[src/rtl/shared_eva_xlate_arb_pkg.sv]
// Shared definitions for the shared-EVA translation arbiter: endpoint address
// geometry, the FSM state type and the registered result record.
package shared_eva_xlate_arb_pkg;

  // Width of the destination tile's local word address.
  localparam int epa_word_addr_width_gp    = 16;
  // Largest stripe value that still leaves a legal local-offset field.
  localparam int max_local_offset_width_gp = 12;

  // Default geometry; the result record below is sized from these, so the
  // top-level parameters are expected to stay at these values.
  localparam int x_cord_width_gp = 6;
  localparam int y_cord_width_gp = 5;
  localparam int num_req_gp      = 4;
  localparam int id_width_gp     = (num_req_gp > 1) ? $clog2(num_req_gp) : 1;

  // Config-update sequencing: normal arbitration, wait for the output stage
  // to empty, then swap in the new stripe value.
  typedef enum logic [1:0] {
    ST_RUN    = 2'd0,
    ST_DRAIN  = 2'd1,
    ST_COMMIT = 2'd2
  } xlate_state_e;

  // One translated request as held in the output register.
  typedef struct packed {
    logic [x_cord_width_gp-1:0]        x;
    logic [y_cord_width_gp-1:0]        y;
    logic [epa_word_addr_width_gp-1:0] addr;
    logic [id_width_gp-1:0]            id;
    logic                              err;
  } shared_xlate_s;

endpackage

[src/rtl/shared_eva_xlate_arb_hash.sv]
// Shared-EVA striping datapath. The low hash_i bits of the EVA are the word
// offset inside a stripe, the next tg_x/tg_y bits select the tile inside the
// tile group, and the remaining high bits are stacked above the offset to
// form the local word address. A stripe wider than the local offset field is
// flagged as an error and all coordinates are forced to zero.
module shared_eva_xlate_arb_hash
  import shared_eva_xlate_arb_pkg::*;
#(
  parameter int width_p        = 32,
  parameter int x_cord_width_p = 6,
  parameter int y_cord_width_p = 5,
  parameter int tg_x_width_p   = 2,
  parameter int tg_y_width_p   = 2,
  parameter int hash_width_p   = 4
) (
  input  logic                              en_i,
  input  logic [hash_width_p-1:0]           hash_i,
  input  logic [width_p-1:0]                shared_eva_i,
  output logic [x_cord_width_p-1:0]         x_o,
  output logic [y_cord_width_p-1:0]         y_o,
  output logic [epa_word_addr_width_gp-1:0] addr_o,
  output logic                              err_o
);

  localparam logic [hash_width_p-1:0] max_off_lp  = hash_width_p'(max_local_offset_width_gp);
  localparam logic [width_p-1:0]      tgx_mask_lp = width_p'((64'd1 << tg_x_width_p) - 64'd1);
  localparam logic [width_p-1:0]      tgy_mask_lp = width_p'((64'd1 << tg_y_width_p) - 64'd1);

  logic [width_p-1:0] off_mask_s;
  logic               err_s;

  // Field extraction from the EVA for the current stripe width.
  always_comb begin
    off_mask_s = ~({width_p{1'b1}} << hash_i);
    err_s      = (hash_i > max_off_lp);
    err_o      = en_i & err_s;
    if (en_i && !err_s) begin
      x_o    = x_cord_width_p'((shared_eva_i >> hash_i) & tgx_mask_lp);
      y_o    = y_cord_width_p'((shared_eva_i >> (hash_i + tg_x_width_p)) & tgy_mask_lp);
      addr_o = epa_word_addr_width_gp'(
                 ((shared_eva_i >> (hash_i + tg_x_width_p + tg_y_width_p)) << hash_i)
                 | (shared_eva_i & off_mask_s));
    end else begin
      x_o    = '0;
      y_o    = '0;
      addr_o = '0;
    end
  end

endmodule

[src/rtl/shared_eva_xlate_arb.sv]
// Round-robin arbiter placing shared-EVA translation requests from several
// requesters onto one striping datapath. Owns the stripe config register and
// registers each result behind a valid/ready handshake toward the packet
// formatter. A config write drains the output stage before the new stripe
// value takes effect, so no result is ever produced with a half-updated hash.
module shared_eva_xlate_arb
  import shared_eva_xlate_arb_pkg::*;
#(
  parameter int num_req_p      = num_req_gp,
  parameter int width_p        = 32,
  parameter int x_cord_width_p = x_cord_width_gp,
  parameter int y_cord_width_p = y_cord_width_gp,
  parameter int tg_x_width_p   = 2,
  parameter int tg_y_width_p   = 2,
  parameter int hash_width_p   = 4,
  // Derived; leave at default.
  parameter int id_width_lp    = (num_req_p > 1) ? $clog2(num_req_p) : 1
) (
  input  logic                              clk_i,
  input  logic                              reset_n_i,
  input  logic [num_req_p-1:0]              req_v_i,
  input  logic [num_req_p*width_p-1:0]      req_eva_i,
  output logic [num_req_p-1:0]              req_ready_o,
  input  logic                              cfg_we_i,
  input  logic [hash_width_p-1:0]           cfg_hash_i,
  output logic                              cfg_done_o,
  output logic                              out_v_o,
  input  logic                              out_ready_i,
  output logic [x_cord_width_p-1:0]         out_x_o,
  output logic [y_cord_width_p-1:0]         out_y_o,
  output logic [epa_word_addr_width_gp-1:0] out_addr_o,
  output logic [id_width_lp-1:0]            out_id_o,
  output logic                              out_err_o
);

  xlate_state_e              state_q, state_d;
  logic [hash_width_p-1:0]   hash_q, hash_d;
  logic [hash_width_p-1:0]   pend_q, pend_d;
  logic [id_width_lp-1:0]    rr_q, rr_d;
  shared_xlate_s             out_q, out_d;
  logic                      out_v_q, out_v_d;
  logic                      cfg_done_q, cfg_done_d;

  logic                      load_en_s;
  logic                      grant_v_s;
  logic [id_width_lp-1:0]    grant_id_s;
  logic [id_width_lp-1:0]    idx_s;
  logic [num_req_p-1:0]      ready_s;
  logic                      accept_s;
  logic [width_p-1:0]        win_eva_s;
  logic [x_cord_width_p-1:0] xl_x_s;
  logic [y_cord_width_p-1:0] xl_y_s;
  logic [epa_word_addr_width_gp-1:0] xl_addr_s;
  logic                      xl_err_s;

  // Output stage can take a new entry when empty or emptying this cycle.
  assign load_en_s = ~out_v_q | out_ready_i;

  // Round-robin scan starting at rr_q; the first valid requester wins.
  // Requesters must not make req_v_i depend on req_ready_o.
  always_comb begin
    grant_v_s  = 1'b0;
    grant_id_s = '0;
    idx_s      = '0;
    for (int off = 0; off < num_req_p; off++) begin
      idx_s = id_width_lp'((int'(rr_q) + off) % num_req_p);
      if (!grant_v_s && req_v_i[idx_s]) begin
        grant_v_s  = 1'b1;
        grant_id_s = idx_s;
      end else begin
        grant_v_s  = grant_v_s;
      end
    end
  end

  assign win_eva_s = req_eva_i[grant_id_s*width_p +: width_p];

  shared_eva_xlate_arb_hash #(
    .width_p        (width_p),
    .x_cord_width_p (x_cord_width_p),
    .y_cord_width_p (y_cord_width_p),
    .tg_x_width_p   (tg_x_width_p),
    .tg_y_width_p   (tg_y_width_p),
    .hash_width_p   (hash_width_p)
  ) u_hash (
    .en_i         (1'b1),
    .hash_i       (hash_q),
    .shared_eva_i (win_eva_s),
    .x_o          (xl_x_s),
    .y_o          (xl_y_s),
    .addr_o       (xl_addr_s),
    .err_o        (xl_err_s)
  );

  // Config FSM next state, grant gating and stripe register update.
  always_comb begin
    state_d    = state_q;
    pend_d     = pend_q;
    hash_d     = hash_q;
    ready_s    = '0;
    cfg_done_d = 1'b0;
    case (state_q)
      ST_RUN: begin
        if (grant_v_s && load_en_s) begin
          ready_s[grant_id_s] = 1'b1;
        end else begin
          ready_s = '0;
        end
        if (cfg_we_i) begin
          pend_d  = cfg_hash_i;
          state_d = ST_DRAIN;
        end else begin
          state_d = ST_RUN;
        end
      end
      ST_DRAIN: begin
        if (load_en_s) begin
          state_d    = ST_COMMIT;
          cfg_done_d = 1'b1;
        end else begin
          state_d    = ST_DRAIN;
        end
      end
      ST_COMMIT: begin
        hash_d  = pend_q;
        state_d = ST_RUN;
      end
      default: begin
        state_d = ST_RUN;
      end
    endcase
  end

  assign accept_s    = |(req_v_i & ready_s);
  assign req_ready_o = ready_s;

  // Round-robin pointer advances past the winner only on an accepted request.
  always_comb begin
    rr_d = rr_q;
    if (accept_s) begin
      if (int'(grant_id_s) == num_req_p - 1) begin
        rr_d = '0;
      end else begin
        rr_d = grant_id_s + id_width_lp'(1);
      end
    end else begin
      rr_d = rr_q;
    end
  end

  // Single-entry output register: load on accept, clear when drained.
  always_comb begin
    out_v_d = out_v_q;
    out_d   = out_q;
    if (accept_s) begin
      out_v_d    = 1'b1;
      out_d.x    = xl_x_s;
      out_d.y    = xl_y_s;
      out_d.addr = xl_addr_s;
      out_d.id   = grant_id_s;
      out_d.err  = xl_err_s;
    end else if (out_ready_i) begin
      out_v_d = 1'b0;
    end else begin
      out_v_d = out_v_q;
    end
  end

  // State, config and output registers; reset discards any in-flight work.
  always_ff @(posedge clk_i or negedge reset_n_i) begin
    if (!reset_n_i) begin
      state_q    <= ST_RUN;
      hash_q     <= '0;
      pend_q     <= '0;
      rr_q       <= '0;
      out_q      <= '0;
      out_v_q    <= 1'b0;
      cfg_done_q <= 1'b0;
    end else begin
      state_q    <= state_d;
      hash_q     <= hash_d;
      pend_q     <= pend_d;
      rr_q       <= rr_d;
      out_q      <= out_d;
      out_v_q    <= out_v_d;
      cfg_done_q <= cfg_done_d;
    end
  end

  assign cfg_done_o = cfg_done_q;
  assign out_v_o    = out_v_q;
  assign out_x_o    = out_q.x;
  assign out_y_o    = out_q.y;
  assign out_addr_o = out_q.addr;
  assign out_id_o   = out_q.id;
  assign out_err_o  = out_q.err;

endmodule
[config.mk]
export PLATFORM = sky130hd
export DESIGN_NAME = shared_eva_xlate_arb
export DESIGN_NICKNAME = d
export VERILOG_FILES = /design/src/rtl/shared_eva_xlate_arb_pkg.sv /design/src/rtl/shared_eva_xlate_arb_hash.sv /design/src/rtl/shared_eva_xlate_arb.sv
export SDC_FILE = /design/constraint.sdc
export NUM_CORES = 1
export LEC_CHECK = 0
export BUFFER_PORTS_ARGS = -buffer_cell sky130_fd_sc_hd__buf_4
export CORE_MARGIN = 2
export CORE_UTILIZATION = 55
export CTS_BUF_LIST = sky130_fd_sc_hd__clkbuf_2
export DETAILED_ROUTE_END_ITERATION = 10
export HOLD_SLACK_MARGIN = 0.03
export PLACE_DENSITY = 0.92
export SYNTH_ARGS = -nofsm -noshare
export SYNTH_HDL_FRONTEND = slang
export SYNTH_HIERARCHICAL = 1
export SYNTH_SLANG_ARGS = --single-unit
[constraint.sdc]
create_clock -name clk_i -period 11.65 [get_ports clk_i]
set_clock_uncertainty 0.2 [all_clocks]
set_input_delay 2.9125 -clock clk_i [delete_from_list [all_inputs] [get_ports clk_i]]
set_output_delay 2.9125 -clock clk_i [all_outputs]
set_load 0.02 [all_outputs]
### Word level (Yosys, flattened, before mapping)

Index checks and enable logic that the tools add are counted.

| cells by class | value |
|---|---|
| add/subtract/negate cells | 6 |
| $lt $le $gt $ge | 7 |
| equality and inequality tests | 3 |
| shifts and indexed selects | 6 |
| muxes and demuxes | 31 |
| bitwise gates (word level) | 6 |
| reductions and logical operators | 12 |

Operators by type and width:

| operator | number |
|---|---|
| variable part select 128 x 8 -> 32 bit | 1 |
| adder 32 x 2 -> 32 bit, second input constant | 1 |
| left shift 32 x 4 -> 16 bit | 1 |
| left shift 32 x 4 -> 16 bit, first input constant | 1 |
| right shift 32 x 32 -> 32 bit | 1 |
| right shift 32 x 4 -> 2 bit | 1 |
| right shift 32 x 5 -> 2 bit | 1 |
| bitwise AND 16 bit | 1 |
| 2-to-1 mux 16 bit | 1 |
| 2-to-1 mux 2 bit | 8 |
| inverter 16 bit | 1 |
| OR 16 bit | 1 |
| less-than comparator 2 x 3 -> 1 bit, second input constant | 5 |
| 2-to-1 mux 1 bit | 14 |
| binary-select mux 1 bit (select 2 bit) | 4 |
| 2-to-1 mux 4 bit | 2 |
| adder 4 x 2 -> 5 bit, second input constant | 1 |
| logical AND 1 bit | 5 |
| adder 2 x 1 -> 2 bit, second input constant | 2 |
| adder 2 bit, second input constant | 2 |
| bitwise AND 4 bit | 1 |
| == test 2 x 1 -> 1 bit, second input constant | 2 |
| > comparator 4 bit, second input constant | 1 |
| one-hot mux 2 bit (2 select lines) | 1 |
| 10 further kinds | 12 |

| word-level totals | value |
|---|---|
| register bits after elaboration | 44 |
| logic and storage cells | 82 |

### Depth between registers and ports, before layout

Gate-level depths: netlist of run 1.

| depth | value |
|---|---|
| word-level depth | 21 |
| mapped depth | 15 |

### By module

The synthesis of run 1 kept the hierarchy.

By module, submodules not included:

| module | times used | cells each | area an instance (um^2) | seq. area each (um^2) |
|---|---|---|---|---|
| shared_eva_xlate_arb | 1 | 307 | 2,792.7 | 1,076.0 |
| shared_eva_xlate_arb_hash | 1 | 235 | 1,926.8 | 0.0 |

### Least setup slack after synthesis of run 1

OpenSTA, ideal clock, no wires.

| path | value |
|---|---|
| path type | in2out |
| from | input port req_v_i[0] |
| to | output port req_ready_o[1] |
| arrival time | 4,499 ps |
| slack | 4,038 ps |
| cell stages on the path | 7 |
| cell sequence | clkbuf_2 > a21bo_1 > a221o_1 > buf_6 > buf_6 > buf_2 > nor3_1 |

| on the way | value |
|---|---|
| cells in the longest elaborated chain, start to end | 18 |

Ends and longest elaborated chain:

| what | RTL line | RTL |
|---|---|---|
| from (decl) | shared_eva_xlate_arb.sv:21 | `input logic [num_req_p-1:0] req_v_i,` |
| binary-select mux 1 bit (select 2 bit) | shared_eva_xlate_arb.sv:67 | `if (!grant_v_s && req_v_i[idx_s]) begin` |
| 2-to-1 mux 1 bit (not written as such) | shared_eva_xlate_arb.sv:67 |  |
| 2-to-1 mux 1 bit | shared_eva_xlate_arb.sv:67 |  |
| logical NOT 1 bit | shared_eva_xlate_arb.sv:67 |  |
| logical AND 1 bit | shared_eva_xlate_arb.sv:67 |  |
| 2-to-1 mux 1 bit | shared_eva_xlate_arb.sv:67 |  |
| logical NOT 1 bit | shared_eva_xlate_arb.sv:67 |  |
| logical AND 1 bit | shared_eva_xlate_arb.sv:67 |  |
| (+2 left out) | - |  |
| logical AND 1 bit | shared_eva_xlate_arb.sv:67 |  |
| 2-to-1 mux 2 bit | shared_eva_xlate_arb.sv:67 |  |
| less-than comparator 2 x 3 -> 1 bit (not written as such) or greater-or-equal comparator 2 x 1 -> 1 bit (tied branches) | shared_eva_xlate_arb.sv:105 | `ready_s[grant_id_s] = 1'b1;` |
| logical AND 1 bit (not written as such) | shared_eva_xlate_arb.sv:105 |  |
| 2-to-1 mux 1 bit (not written as such) | shared_eva_xlate_arb.sv:105 |  |
| demux 1 bit (select 2 bit) | shared_eva_xlate_arb.sv:105 |  |
| 2-to-1 mux 4 bit * | shared_eva_xlate_arb.sv:104 | `if (grant_v_s && load_en_s) begin` |
| 2-to-1 mux 4 bit * | shared_eva_xlate_arb.sv:102 | `case (state_q)` |
| to (decl) | shared_eva_xlate_arb.sv:23 | `output logic [num_req_p-1:0] req_ready_o,` |

Mark *: on every way between the ends. The rest lies on a longest branch, timed or not. The select of a mux whose other input is x is not followed.

### Worst setup path in the final report of run 1

| path | value |
|---|---|
| from | input port req_v_i[0] |
| to | output port req_ready_o[3] |

Same word-level chain as after synthesis.

==> results.toml, run 1 <==
[critical_path]
crit_arrival_ps = 5150
cp_data_required_time_ps = 8540
delay_of_the_slowest_cell_on_the_worst_path_ps = 700
critical_path_class = "primary input to output port"
worst-path-max-fanout = 57
end_kind = "output port"
timing.critical_path.mode_cell = "sky130_fd_sc_hd__buf_4"
timing.critical_path.cells = "buf_4, a21bo_1, a221o_1, buf_4, inv_2, ha_1, and2_1, buf_4"
cpMaxStageDelayCell = "sky130_fd_sc_hd__inv_2"
critPathLaunchType = "primary input"

[cts]
cts_made_buffers = 5
htreeDepth = 2
cts-root-to-sink-buffers = 2
cts_sinks = 43
post-cts-setup-buffer-count = 0
cts-resized-gates = 0
worstSkewPairLatency_ps = 420
clk_root_buffer_cell = "sky130_fd_sc_hd__clkbuf_2"
cts_hold_repair.buffers = 0
clkTransAtPathRegs_ps = 210
tritoncts_clock_tree = "built"

[sta]
worst_slew_margin_rel_pct = 37.23
timing.final.crit_share_pct = 70.90
fin_ws_ps = 3391
max_clock_freq_mhz = 121.1
period_needed_ps = 8259
setup_viol = 0
fin_setup_tns_ps = 0
worst_margin_slew_ps = 937.2
grt_setup_unrepaired = "false"
finalMaxSlewViolations = 0
timing.final.hold_violations = 0

[die]
num_rows = 33
die_h_um = 95.27
floorplan.die.width_um = 95.27
io_pins = 176
initial_utilization_pct = 56.33
fp.coreArea_um2 = 8134
fp.dieArea_um2 = 9076

[route]
drt_wl_total_um = 14070
post_drt_via_cell_ratio = 6.435
detail_route.wl_per_cell_um = 18.91
num_vias = 4788
drt_drc_violations_left = 0
drtPass1Iterations = 6
detail-route-antenna-nets = 0
drt_iter0_markers = 417

[pwr]
power-per-cell-area_nw_per_um2 = 310.1
vdd_ir_drop_max_mv = 0.2079
p_total_mw = 1.771
leakage_nw = 2.523

[placed_design]
preCtsSetupSlack_ps = 3408
routability_driven_placement_congestion_ratio = 0.9573
placed_cells_incl_taps = 736
port_buffers = 155
dp_hpwl_um = 10680

[hold_path]
hp_class = "flip-flop to flip-flop"

[global_route]
grt_antenna_before_repair = 0
number_of_global_route_vias_before_repair = 4536
grt_first_pass_wirelength_um = 22290
largest_net_degree_at_the_start_of_global_routing = 58
grt_overflow = 0
groute.usage.overall_pct = 31.39

[cells_and_area]
fillCellCount = 617
antenna_cells = 0
layoutNonFillerInstCount = 744
multi_input_comb_area_um2 = 3177
seq_area_um2 = 1079
syn_to_final_growth_pct = 24.60
finalNetCount = 779
fraction_of_final_layout_cells_sized_beyond_drive_strength_1_pct = 39.28

[synthesis]
post_synth.cell_area_avg_um2 = 8.862
yosys_warnings = 6
netlist_instances = 517
mappedNetlistArea_um2 = 4582

[outcome]
outcome = "complete, no violations"

[flow_run]
timing.max_cap.violations = 0
-- stage by stage --
stage | area (µm²) | hold WS (ps) | util [%]
floorplan | 4612 | 276.6 | -
global placement | 5667 | 276.5 | 69.67
detailed placement | 5667 | 295.0 | 69.67
CTS | 5709 | 336.2 | 70.19
global route | 5709 | 344.4 | 70.19
finish | 5709 | 333.3 | 70.19
-- final timing paths --
check | start | end | slack, ps | cells after the start
worst min register to register | out_addr_o[8] | out_addr_o[8] | 330 | 1
max in group asynchronous | reset_n_i | hash_q[0] | 8630 | 1
worst max register to register | rr_q[1] | out_addr_o[14] | 6390 | 13
min in group asynchronous | reset_n_i | out_y_o[3] | 2230 | 1
worst max-delay path | req_v_i[0] | req_ready_o[3] | 3390 | 8
worst min-delay path | out_addr_o[8] | out_addr_o[8] | 330 | 1
-- state kept, by name, indices dropped and copies added (netlist names) --
signal and count:
pend_q 4, out_id_o 2, hash_q 4, out_addr_o 16, out_x_o 6, out_err_o 1, cfg_done_o 1, out_y_o 5
out_v_o 1, rr_q 2, state_q 1
-- cell usage in the layout (no fill, tap or decap), types with 5 or more instances in the layout --
cell type,instances
sky130_fd_sc_hd__and2_0,6
sky130_fd_sc_hd__a31oi_1,31
sky130_fd_sc_hd__buf_4,166
sky130_fd_sc_hd__dfrtp_1,41
sky130_fd_sc_hd__inv_1,5
sky130_fd_sc_hd__mux2i_1,18
sky130_fd_sc_hd__mux2_1,12
sky130_fd_sc_hd__conb_1,10
sky130_fd_sc_hd__nor2_1,23
sky130_fd_sc_hd__nand2_1,78
sky130_fd_sc_hd__nor3_1,9
sky130_fd_sc_hd__a211oi_1,34
sky130_fd_sc_hd__clkbuf_2,6
sky130_fd_sc_hd__o21ai_0,10
sky130_fd_sc_hd__o22ai_1,6
sky130_fd_sc_hd__nand3_1,9
sky130_fd_sc_hd__mux4_2,28
sky130_fd_sc_hd__mux2_2,40
sky130_fd_sc_hd__a21oi_1,17
sky130_fd_sc_hd__o21ai_1,9
sky130_fd_sc_hd__and2_1,23
-- cell type report --
cell class,count,area share [%]
inverters,9,0.5917
clock buffers,6,0.5260
well taps,105,2.301
repair buffers,166,21.83
clock inverters,2,0.2192
multi-input cells,413,55.64
flip-flops and latches,43,18.89
-- worst max-delay path, delay by kind of cell --
kind / cells / cell delay, ps
AO/OA/AOI/OAI: 2 / 490
adder cells (fa/ha/maj): 1 / 340
buffers and inverters: 4 / 1250
AND/OR/NAND/NOR: 1 / 130
-- report_power, final --
| part | switching [mW] | internal (mW) | total [mW] |
|---|---|---|---|
| combinational | 0.781 | 0.632 | 1.41 |
| clock | 0.0484 | 0.0153 | 0.0637 |
| sequential | 0.0765 | 0.218 | 0.295 |
| total | 0.906 | 0.865 | 1.77 |
-- layer usage --
layer  GRT usage, %  share of wire (%)  wire length, µm  vias up
li1               -                  -                -     2173
met1          40.93                 38             5338     2249
met2          52.00                 49             6957      310
met3          6.166                9.3             1310       56
met4          11.11                3.3              463        0
met5              0                  0                0        -
No activity file was read; power rests on OpenSTA's default activity.
==> run 2, diff against run 1 <==
--- a/config.mk
+++ b/config.mk
@@ -7,11 +7,11 @@
 export LEC_CHECK = 0
 export BUFFER_PORTS_ARGS = -buffer_cell sky130_fd_sc_hd__buf_4
 export CORE_MARGIN = 2
-export CORE_UTILIZATION = 55
+export CORE_UTILIZATION = 52
 export CTS_BUF_LIST = sky130_fd_sc_hd__clkbuf_2
 export DETAILED_ROUTE_END_ITERATION = 10
 export HOLD_SLACK_MARGIN = 0.03
-export PLACE_DENSITY = 0.92
+export PLACE_DENSITY = 0.88
 export SYNTH_ARGS = -nofsm -noshare
 export SYNTH_HDL_FRONTEND = slang
 export SYNTH_HIERARCHICAL = 1
==> constraint.sdc (replaced) <==
create_clock -name clk_i -period 8.3 [get_ports clk_i]
set_clock_uncertainty 0.2 [all_clocks]
set_input_delay 2.075 -clock clk_i [delete_from_list [all_inputs] [get_ports clk_i]]
set_output_delay 2.075 -clock clk_i [all_outputs]
set_load 0.02 [all_outputs]
==> results.toml, run 2 (synthesized netlist as in run 1, its figures left out) <==
[outcome]
outcome = "complete, no violations"

[cells_and_area]
syn_to_final_growth_pct = 25.15
final_cell_mix = "166 x sky130_fd_sc_hd__buf_4, 78 x sky130_fd_sc_hd__nand2_1, 41 x sky130_fd_sc_hd__dfrtp_1"
finalNetCount = 779
mostFrequentLayoutCell = "sky130_fd_sc_hd__buf_4"
utilization_pct = 66.40
layoutNonFillerInstCount = 747
antenna_cells = 0
postLayoutCellArea_um2 = 5734
number_of_flip_flops_under_the_largest_register_name = 16
fraction_of_final_layout_cells_sized_beyond_drive_strength_1_pct = 39.12

[cts]
htreeDepth = 2
cts_hold_repair.buffers = 0
tritoncts_clock_tree = "built"
clk_root_buffer_cell = "sky130_fd_sc_hd__clkbuf_2"
clkTransAtPathRegs_ps = 200
cts_sinks = 43
worstSkewPairLatency_ps = 410
cts_made_buffers = 5
cts-resized-gates = 0
cts-root-to-sink-buffers = 2
post-cts-setup-buffer-count = 0

[global_route]
grt_antenna_before_repair = 0
largest_net_degree_at_the_start_of_global_routing = 58
grt_overflow = 0
grt_first_pass_wirelength_um = 22820
number_of_global_route_vias_before_repair = 4576
groute.usage.overall_pct = 29.20

[critical_path]
cell_family_with_the_largest_share_of_critical_path_delay = "buffers and inverters"
end_kind = "output port"
critPathBufInv = 4
timing.critical_path.mode_cell = "sky130_fd_sc_hd__buf_4"
cp_data_required_time_ps = 6030
cpMaxStageDelayCell = "sky130_fd_sc_hd__inv_1"
critical_path_class = "primary input to output port"
critPathLaunchType = "primary input"
delay_of_the_slowest_cell_on_the_worst_path_ps = 780
timing.critical_path.cells = "buf_4, a21oi_1, o21a_1, o22ai_1, inv_1, buf_4, ha_1, and2_1, buf_4"
worst-path-max-fanout = 37
crit_arrival_ps = 4240

[sta]
worst_margin_slew_ps = 1056
grt_setup_unrepaired = "false"
max_clock_freq_mhz = 153.4
fin_setup_tns_ps = 0
period_needed_ps = 6520
setup_viol = 0
finalMaxSlewViolations = 0
worst_slew_margin_rel_pct = 29.25
timing.final.hold_violations = 0
final.hold.worst_slack_ps = 326.1
timing.final.crit_share_pct = 78.55

[route]
detail_route.wl_per_cell_um = 18.97
drt_drc_violations_left = 0
num_vias = 4726
drt_wl_total_um = 14170
post_drt_via_cell_ratio = 6.327
detail-route-antenna-nets = 0
drt_iter0_markers = 550
drtPass1Iterations = 6

[die]
initial_utilization_pct = 53.06
fp.coreArea_um2 = 8636
num_rows = 34
io_pins = 176
fp.dieArea_um2 = 9579
floorplan.die.width_um = 97.87
die_h_um = 97.87

[placed_design]
port_buffers = 155
dpl-instance-area_um2 = 5670
dp_hpwl_um = 10760
placed_cells_incl_taps = 739
routability_driven_placement_congestion_ratio = 0.9233

[flow_run]
timing.max_cap.violations = 0

[pwr]
vdd_ir_drop_max_mv = 0.3359
leakage_nw = 2.534
power-per-cell-area_nw_per_um2 = 437.9

[hold_path]
hp_class = "flip-flop to flip-flop"
[run 2: final timing paths]
check	end	slack (ps)	depth (start not counted)	start
hold reg to reg	out_addr_o[9]	330	1	out_addr_o[9]
hold / removal	out_addr_o[9]	330	1	out_addr_o[9]
setup / recovery	req_ready_o[3]	1780	9	req_v_i[0]
min in group asynchronous	out_x_o[0]	1420	1	reset_n_i
max in group asynchronous	hash_q[0]	6080	1	reset_n_i
setup reg to reg	out_addr_o[8]	3120	13	rr_q[1]
[run 2: per-layer routing]
layer / wire [µm] / track usage, % / vias to the layer above
met3: 1507 / 6.586 / 38
li1: - / - / 2177
met4: 340 / 6.624 / 0
met1: 5398 / 37.81 / 2208
met2: 6927 / 50.11 / 303
met5: 0 / 0 / -
[run 2: final cells by class]
class,count,area [µm²]
well taps,108,135.1
repair buffers,166,1246
clock buffers,5,25.02
multi-input cells,413,3177
flip-flops and latches,43,1079
clock inverters,3,38.79
inverters,9,33.78
fillers,681,2902
[run 2: worst register-to-register path: stages, from the launching register on]
cell	delay, ps
sky130_fd_sc_hd__dfrtp_1	540
sky130_fd_sc_hd__a21oi_1	120
sky130_fd_sc_hd__o21a_1	180
sky130_fd_sc_hd__o22ai_1	260
sky130_fd_sc_hd__inv_1	510
sky130_fd_sc_hd__a211oi_1	520
sky130_fd_sc_hd__a31oi_1	190
sky130_fd_sc_hd__mux4_2	580
sky130_fd_sc_hd__mux4_2	530
sky130_fd_sc_hd__a222oi_1	600
sky130_fd_sc_hd__mux2i_1	250
sky130_fd_sc_hd__a22oi_1	240
sky130_fd_sc_hd__a21oi_1	90
sky130_fd_sc_hd__mux2_1	280
[run 2: stage by stage]
stage,setup slack (ps),power [mW]
floorplan,2365,1.875
detailed placement,1616,2.348
finish,1780,2.511
CTS,1790,2.479
global placement,1732,2.291
global route,1611,2.671
[run 2: power by group]
part / internal (mW) / leakage, nW / switching [mW] / total, mW
clock network: 0.0495 / 0.0404 / 0.0692 / 0.119
logic: 0.888 / 1.96 / 1.11 / 2.00
registers: 0.307 / 0.531 / 0.0853 / 0.392
